**config.mk**
```make
export PLATFORM = sky130hd
export DESIGN_NAME = entry_alloc_tracker_flat
export DESIGN_NICKNAME = d
export VERILOG_FILES = /design/src/rtl/entry_alloc_tracker_if.sv /design/src/rtl/entry_alloc_tracker.sv /design/src/flat_wrapper.sv
export SDC_FILE = /design/constraint.sdc
export NUM_CORES = 1
export LEC_CHECK = 0
export ABC_CLOCK_PERIOD_IN_PS = 4800
export CAP_MARGIN = 5
export CORE_MARGIN = 1.5
export CORE_UTILIZATION = 48
export CTS_CLUSTER_SIZE = 20
export DETAILED_ROUTE_END_ITERATION = 12
export HOLD_SLACK_MARGIN = 0.1
export PLACE_DENSITY_LB_ADDON = 0.1
export SYNTH_ARGS = -nofsm -noshare
export SYNTH_HDL_FRONTEND = slang
export SYNTH_SLANG_ARGS = --single-unit
```
**constraint.sdc**
```tcl
create_clock -name clk -period 4.8 [get_ports clk]
set_input_delay 0.96 -clock clk [delete_from_list [all_inputs] [get_ports clk]]
set_output_delay 0.96 -clock clk [all_outputs]
set_load 0.02 [all_outputs]
```
**src/rtl/entry_alloc_tracker_if.sv**
```systemverilog
//==============================================================================
// Module      : entry_alloc_tracker_if
// Description : Allocation / release / status bundle for entry_alloc_tracker.
//               slave  : the tracker (drives grant, id and status)
//               master : the requester (drives alloc_req and release)
//               Ports  : alloc_req, alloc_gnt, alloc_id, rel_valid, rel_id,
//                        busy, count, full, empty, rel_err
// Revision    : 1.0 - initial release
//==============================================================================
`default_nettype none

interface entry_alloc_tracker_if #(
    parameter int NUM_ENTRIES = 8
);
    localparam int ID_W  = (NUM_ENTRIES < 2) ? 1 : $clog2(NUM_ENTRIES);
    localparam int CNT_W = $clog2(NUM_ENTRIES + 1);

    logic                   alloc_req;
    logic                   alloc_gnt;
    logic [ID_W-1:0]        alloc_id;
    logic                   rel_valid;
    logic [ID_W-1:0]        rel_id;
    logic [NUM_ENTRIES-1:0] busy;
    logic [CNT_W-1:0]       count;
    logic                   full;
    logic                   empty;
    logic                   rel_err;

    modport slave (
        input  alloc_req, rel_valid, rel_id,
        output alloc_gnt, alloc_id, busy, count, full, empty, rel_err
    );

    modport master (
        output alloc_req, rel_valid, rel_id,
        input  alloc_gnt, alloc_id, busy, count, full, empty, rel_err
    );
endinterface

`default_nettype wire

```
**src/rtl/entry_alloc_tracker.sv**
```systemverilog
//==============================================================================
// Module      : entry_alloc_tracker
// Description : Busy/free tracker for NUM_ENTRIES miss-handling slots. Grants
//               the highest-index free entry combinationally, accepts one
//               release per cycle, flags illegal releases one cycle later.
//               Ports  : clk, rst (sync, active-high), bus (slave modport)
// Revision    : 1.0 - initial release
//==============================================================================
`default_nettype none

module entry_alloc_tracker #(
    parameter int NUM_ENTRIES = 8
) (
    input  logic                  clk,
    input  logic                  rst,
    entry_alloc_tracker_if.slave  bus
);
    localparam int ID_W  = (NUM_ENTRIES < 2) ? 1 : $clog2(NUM_ENTRIES);
    localparam int CNT_W = $clog2(NUM_ENTRIES + 1);

    generate
        if (NUM_ENTRIES < 2) begin : g_param_check
            $fatal(1, "entry_alloc_tracker: NUM_ENTRIES must be >= 2");
        end
    endgenerate

    logic [NUM_ENTRIES-1:0] busy_q, busy_d;
    logic [CNT_W-1:0]       count_q, count_d;
    logic                   full_q, full_d;
    logic                   empty_q, empty_d;
    logic                   rel_err_q;

    logic                   w_gnt;
    logic [ID_W-1:0]        w_alloc_id;
    logic [NUM_ENTRIES-1:0] w_alloc_mask;
    logic [NUM_ENTRIES-1:0] w_rel_mask;
    logic                   w_rel_legal;
    logic                   w_rel_err;

    // Ascending scan: the last free index seen wins, giving the highest one.
    always_comb begin
        w_alloc_id = '0;
        for (int i = 0; i < NUM_ENTRIES; i++) begin
            if (!busy_q[i]) begin
                w_alloc_id = ID_W'(i);
            end
        end
    end

    // Full is registered, so a same-cycle release can never enable a grant.
    assign w_gnt = bus.alloc_req & ~full_q & ~rst;

    // Release decode by per-entry match: ids beyond NUM_ENTRIES-1 match no
    // entry, so range and busy checks fall out of the same comparison.
    always_comb begin
        w_alloc_mask = '0;
        w_rel_mask   = '0;
        for (int i = 0; i < NUM_ENTRIES; i++) begin
            w_alloc_mask[i] = w_gnt && (w_alloc_id == ID_W'(i));
            w_rel_mask[i]   = bus.rel_valid && (bus.rel_id == ID_W'(i)) && busy_q[i];
        end
    end

    assign w_rel_legal = |w_rel_mask;
    assign w_rel_err   = bus.rel_valid & ~w_rel_legal;

    // Allocation targets a free entry and release a busy one, so the two
    // masks never overlap.
    always_comb begin
        busy_d  = (busy_q | w_alloc_mask) & ~w_rel_mask;
        count_d = count_q + CNT_W'(w_gnt) - CNT_W'(w_rel_legal);
        full_d  = (count_d == CNT_W'(NUM_ENTRIES));
        empty_d = (count_d == '0);
    end

    always_ff @(posedge clk) begin
        if (rst) begin
            busy_q    <= '0;
            count_q   <= '0;
            full_q    <= 1'b0;
            empty_q   <= 1'b1;
            rel_err_q <= 1'b0;
        end else begin
            busy_q    <= busy_d;
            count_q   <= count_d;
            full_q    <= full_d;
            empty_q   <= empty_d;
            rel_err_q <= w_rel_err;
        end
    end

    assign bus.alloc_gnt = w_gnt;
    assign bus.alloc_id  = w_alloc_id;
    assign bus.busy      = busy_q;
    assign bus.count     = count_q;
    assign bus.full      = full_q;
    assign bus.empty     = empty_q;
    assign bus.rel_err   = rel_err_q;

endmodule

`default_nettype wire

```
**src/flat_wrapper.sv**
```systemverilog
// flat-port wrapper written by rule: the top's interface ports become plain ports
module entry_alloc_tracker_flat 
#(
    parameter int NUM_ENTRIES = 8
)
  (clk, rst, bus_alloc_req, bus_rel_valid, bus_rel_id, bus_alloc_gnt, bus_alloc_id, bus_busy, bus_count, bus_full, bus_empty, bus_rel_err);
  entry_alloc_tracker_if #(.NUM_ENTRIES(NUM_ENTRIES)) bus_i ();
  input  logic clk;
  input  logic rst;
  input wire logic [$bits(bus_i.alloc_req)-1:0] bus_alloc_req;
  input wire logic [$bits(bus_i.rel_valid)-1:0] bus_rel_valid;
  input wire logic [$bits(bus_i.rel_id)-1:0] bus_rel_id;
  output wire logic [$bits(bus_i.alloc_gnt)-1:0] bus_alloc_gnt;
  output wire logic [$bits(bus_i.alloc_id)-1:0] bus_alloc_id;
  output wire logic [$bits(bus_i.busy)-1:0] bus_busy;
  output wire logic [$bits(bus_i.count)-1:0] bus_count;
  output wire logic [$bits(bus_i.full)-1:0] bus_full;
  output wire logic [$bits(bus_i.empty)-1:0] bus_empty;
  output wire logic [$bits(bus_i.rel_err)-1:0] bus_rel_err;
  assign bus_i.alloc_req = bus_alloc_req;
  assign bus_i.rel_valid = bus_rel_valid;
  assign bus_i.rel_id = bus_rel_id;
  assign bus_alloc_gnt = bus_i.alloc_gnt;
  assign bus_alloc_id = bus_i.alloc_id;
  assign bus_busy = bus_i.busy;
  assign bus_count = bus_i.count;
  assign bus_full = bus_i.full;
  assign bus_empty = bus_i.empty;
  assign bus_rel_err = bus_i.rel_err;
  entry_alloc_tracker #(.NUM_ENTRIES(NUM_ENTRIES)) u_core (.clk(clk), .rst(rst), .bus(bus_i));
endmodule
```
Yosys cells after proc, flatten, opt, wreduce, memory -nomap -nowiden

Cells that the tools add are included.

Register bits: 15
Input bits: 7

$add $sub $neg: 2
Equality and inequality tests: 15
Multiplexer cells: 7
Bitwise operators: 9
Reduce and logical (&&, ||, !) cells: 28

Operators by type and width:

| operator                                       | count |
|---|---|
| == test 3 bit (second input constant)          | 8 |
| logical AND 1 bit                              | 24 |
| == test 3 x 2 -> 1 bit (second input constant) | 4 |
| 2-to-1 mux 3 bit                               | 4 |
| bitwise AND 8 bit                              | 1 |
| NOT 8 bit                                      | 1 |
| bitwise OR 8 bit                               | 1 |
| OR reduction 8 bit                             | 1 |
| == test 3 x 1 -> 1 bit (second input constant) | 2 |
| logical NOT 3 bit                              | 2 |
| adder 4 x 1 -> 4 bit                           | 1 |
| == test 4 bit (second input constant)          | 1 |
| logical NOT 4 bit                              | 1 |
| 2-to-1 mux 2 bit                               | 2 |
| subtractor 4 x 1 -> 4 bit                      | 1 |
| bitwise AND 1 bit                              | 3 |
| NOT 1 bit                                      | 3 |
| 2-to-1 mux 1 bit                               | 1 |

Logic depth before layout (Yosys ltp)

Depth in word-level cells: 11
Depth in mapped cells: 12

Worst setup path after synthesis

No wires, ideal clock.

Kind: input to register
Start: in bus_rel_id[2]
End: reg u_core.full_q (netlist: u_core.bus.full)
Data arrival time: 2.978 ns
Required time: 4.720 ns
Setup slack: 1.742 ns
Cell stages on the path: 12
Path buffers: 1
Cell sequence: clkbuf_1 > mux2i_1 > a22oi_1 > nand3_1 > nor2_1 > ha_1 > inv_1 > ha_1 > fa_1 > xor2_1 > nor3_1 > nor3b_1

Cells in the longest elaborated chain, start to end: 6
Elaborated cells between the ends (all ways): 27

RTL lines:

| element                                        | RTL line                  | source |
|---|---|---|
| from (decl)                                    | flat_wrapper.sv:12        | `input wire logic [$bits(bus_i.rel_id)-1:0] bus_rel_id;` |
| == test 3 x 1 -> 1 bit (tied with other cells) | entry_alloc_tracker.sv:60 | `w_rel_mask[i] = bus.rel_valid && (bus.rel_id == ID_W'(i)) && busy_q[i];` |
| logical AND 1 bit (2 in series)                | entry_alloc_tracker.sv:60 |  |
| OR reduction 8 bit *                           | entry_alloc_tracker.sv:64 | `assign w_rel_legal = \|w_rel_mask;` |
| subtractor 4 x 1 -> 4 bit *                    | entry_alloc_tracker.sv:71 | `count_d = count_q + CNT_W'(w_gnt) - CNT_W'(w_rel_legal);` |
| == test 4 bit *                                | entry_alloc_tracker.sv:72 | `full_d = (count_d == CNT_W'(NUM_ENTRIES));` |
| to (signal assigned)                           | entry_alloc_tracker.sv:86 | `full_q <= full_d;` |
| to (decl)                                      | entry_alloc_tracker.sv:29 | `logic full_q, full_d;` |

Every way passes the cells marked *; elsewhere a longest branch is shown, timed or not.
A chain may end at the register's enable or synchronous reset.

Worst setup path in the final report

Start: in rst
End: out bus_alloc_gnt

Cells in the longest elaborated chain, start to end: 2

RTL lines:

| element           | RTL line                  | source |
|---|---|---|
| from (decl)       | flat_wrapper.sv:9         | `input logic rst;` |
| NOT 1 bit         | entry_alloc_tracker.sv:51 | `assign w_gnt = bus.alloc_req & ~full_q & ~rst;` |
| bitwise AND 1 bit | entry_alloc_tracker.sv:51 |  |
| to (decl)         | flat_wrapper.sv:13        | `output wire logic [$bits(bus_i.alloc_gnt)-1:0] bus_alloc_gnt;` |

No other way between the ends.

==> results list <==
- Post-synth EDFFs: 0
* Reg2Reg Capture Point: u_core.bus.full
- Hold timing on the final database bottoms out at a slack of 544 ps.
* Synthesis Warnings: 0
- STA classifies the critical path startpoint as an input pin.
- Drt first pass iters: 6
- Worst Path Buf+Inv: 4
- Worst vdd ir: 0.328 mV
* Die width: 44.5 µm
- Fillers: 120
- Of the available clock period, the critical path in the final layout requires 0.768.
- RSZ-0062 raised after global routing: no
- Counting flops with an async set or reset pin after synthesis yields a share of 0.
- Maximum fanout encountered on the critical timing path: 17
* Via count of the first global-routing pass: 703
- In the final layout, the share of cells above drive strength 1 is 0.0684.
* Static Leak: 0.433 nW
* Minimum period implied by the final worst setup slack: 3690 ps
* Initial cell density of the core: 0.530
- The first global-routing pass estimated 3030 µm of wire.
* Largest area contributor in the synthesized netlist: dfxtp_1
* Post-Synthesis Mean Instance Area: 9.07 µm²
- In the synthesized netlist the dominant register cell turns out to be dfxtp_1.
- Counting flops and latches in the post-synthesis netlist gives 15.
* Number of buffers created by CTS: 3
- Power Density: 383 nW/µm²
* Maximum clock path buffer count: 2
* Diode count: 0
- Result of the run: complete, no violations
- The slowest stage of the critical path is the clkdlybuf4s50_1 cell.
- Sink of the worst hold path: u_core.bus.busy[2]
* Cell types with the largest area share after synthesis: dfxtp_1 (36%), ha_1 (6.1%), a311oi_1 (4.2%)
- For the final database, setup skew stands at 4.84 ps.
- Setup violations remaining at the end of the flow were counted as 0.
* Number of port buffers: 25
* Height of the die: 44.5 µm
- Switching power as a share of total power: 0.363
- Cell area after placement: 1080 µm²
* Classification of the worst setup path: input pin to primary output
- HPWL Detailed: 1310 µm
- At the pin with the least slew margin, the transition time is 334 ps.
* Net count after synthesis: 103
- Cts hold-fix bufs: 0
* Count of cells resized by post-cts repair: 0
- Area fraction of the dominant cell type after synthesis: 0.364
* Avg Vias per Cell: 5.60
- Internal cell power: 0.000270 W
- Deepest level of the CTS H-tree: 1
- Data on the critical path arrives at its endpoint at 2730 ps.
- Final ANT Viol Nets: 0
* Final std cell area, no fill: 1110 µm²
* Detailed-route DRC error count: 0
- Entering global routing, the biggest net connects 18 pins.
- Across the run, the number of max-cap violations was 0.
- The initial antenna violation count was 0.
* Worst hold path class: flip-flop to flip-flop
- Walking the worst path, the cells encountered are clkdlybuf4s50_1, buf_4, or3b_1, inv_2, clkdlybuf4s50_1.
- Fmax: 271 MHz
* Setup TNS Final: 0 ps
- Wirelength, routed: 1780 µm
- Worst setup slack for register-to-register paths: 2230 ps
* Maximum cell stage delay along the critical path: 590 ps
* Net load switching power: 0.000154 W
- The kind of cell with the highest combined delay along the critical path is buffers and inverters.
- Launch point of the worst reg-to-reg path: u_core.bus.busy[5]
- The die covers 1980 µm².
- At the later pin of the worst-skew pair, clock insertion delay measures 280 ps.
- The max-slew violation count is 0.
- The share of total power dissipated in the clock network is 0.167.
* Cell chosen for the clock root: clkbuf_4
- The share of the Yosys chip area taken by registers is 0.364.
* Most crowded layer after global routing: met2
* Met1 capacity usage during global routing: 0.280
* Detailed Route Iter0 Violations: 29
* Fin nets: 130
- Relative slew slack: 0.777
* Count of buffers added by post-CTS timing repair for setup: 0
- Along the worst hold path, the cell count comes to 1.
- Worst reg-to-reg path cell count: 10
- Met2 Resource Use GR: 0.301
- Netlist area before placement: 826 µm²
- Number of vias after detailed routing: 745
- Number of clock sinks: 15
* Clock transition time at the flip-flop clock pins of the worst setup and hold paths: 80 ps
- Power share of the sequential group: 0.386
* CP dominant cell by count: clkdlybuf4s50_1
* Logic pwr share: 0.446
- The startpoint identified for the worst hold timing path is u_core.bus.busy[2].
- At the end of routability-driven placement, the weighted congestion stood at 0.790.
- Count of boundary I/O pins: 26
* Req. time, crit path: 3840 ps
* Total GRT Usage: 0.207
* CTS tree: done
- Count of final hold-check violations: 0
* Critical path endpoint category: primary output
- In the global route stage, met3 resource usage came out at 0.0367.
- Layout Area Growth over Synthesis: 34.1%
- Dividing the detail-routed wire length by the instance count gives 13.4 µm.
- After global routing the overflow that remains totals 0.
- The floorplan has 14 rows.
- In the synthesized netlist, the number of instances is 91.
- Synth cell types: 35
* Floorplan Core Area: 1560 µm²
[cell usage in the layout, fill, tap and decap left out, drive strengths merged, types with 2 or more instances in the layout]
cell and n:
xor2 2, clkbuf 4, ha 4, nor2b 3
mux2i 3, a21oi 5, a31o 2, a311oi 5
nor2 9, nand3 2, dfxtp 15, inv 8
nand2 4, clkdlybuf4s50 25, o21ai 3, nor3 2
nand4 2, nor3b 2, and2b 3, a21o 2
[cell families after synthesis]
group / Yosys count / synth area share
flops: 15 / 0.364
simple gates: 31 / 0.224
buf+inv: 12 / 0.0636
xor+xnor: 3 / 0.0318
fa+ha+maj: 5 / 0.0849
compound gates: 22 / 0.195
mux: 3 / 0.0364
[how the worst max path moves through the flow]
stage | from | endpoint | cells past startpoint
after floorplan | bus_rel_id[2] | u_core.bus.full | 12
after global routing | rst | bus_alloc_gnt | 5
after global placement | rst | bus_alloc_gnt | 5
after detailed placement | rst | u_core.bus.full | 10
after CTS | rst | bus_alloc_gnt | 5
final | rst | bus_alloc_gnt | 5
[layer usage]
metal,part of all wire,routed length [µm],up-vias
met5,0,0,-
li1,-,-,374
met1,0.50,893,344
met4,0.013,23,0
met3,0.048,86,4
met2,0.44,773,23
[flip-flops by register name (all words and copies together), names as in the netlist]
| name | flops |
|---|---|
| u_core.bus.empty | 1 |
| u_core.bus.count | 4 |
| u_core.bus.busy | 8 |
| u_core.bus.full | 1 |
| u_core.bus.rel_err | 1 |
[layout make-up]
cell class / instances / area [µm²] / area share
multi-input cells: 64 / 473 / 0.427
inverters: 8 / 30.0 / 0.0271
repair buffers: 26 / 258 / 0.233
clock buffers: 4 / 26.3 / 0.0237
flip-flops and latches: 15 / 300 / 0.271
well taps: 16 / 20.0 / 0.0181
[metrics by stage]
step	total power [W]	worst slack, ps	cells	util
floorplan	0.000284	1740	91	-
finish	0.000424	1110	133	0.710
global placement	0.000350	1130	129	0.693
detailed placement	0.000354	1100	129	0.693
CTS	0.000425	1120	133	0.710
global route	0.000451	1040	133	0.710
[synthesized netlist by cell type (2+ instances only)]
cell and number:
dfxtp_1 15, nor2_1 9, inv_1 7, a21oi_1 5, a311oi_1 4, ha_1 4, nand2_1 4, and2b_1 3
clkbuf_1 3, mux2i_1 3, nor2b_1 3, a21o_1 2, a31o_1 2, nand3_1 2, nand4_1 2, nor3b_1 2
o21ai_1 2, xor2_1 2
[power by group through the flow]
stage           clock, W  combinational, W  sequential, W
6_report       0.0000708          0.000189       0.000164
3_3_place_gp           0          0.000185       0.000166
2_1_floorplan          0         0.0000929       0.000191
4_1_cts        0.0000721          0.000190       0.000164
5_1_grt        0.0000770          0.000207       0.000167
3_5_place_dp           0          0.000188       0.000166
(Power assumes the default switching activity.)
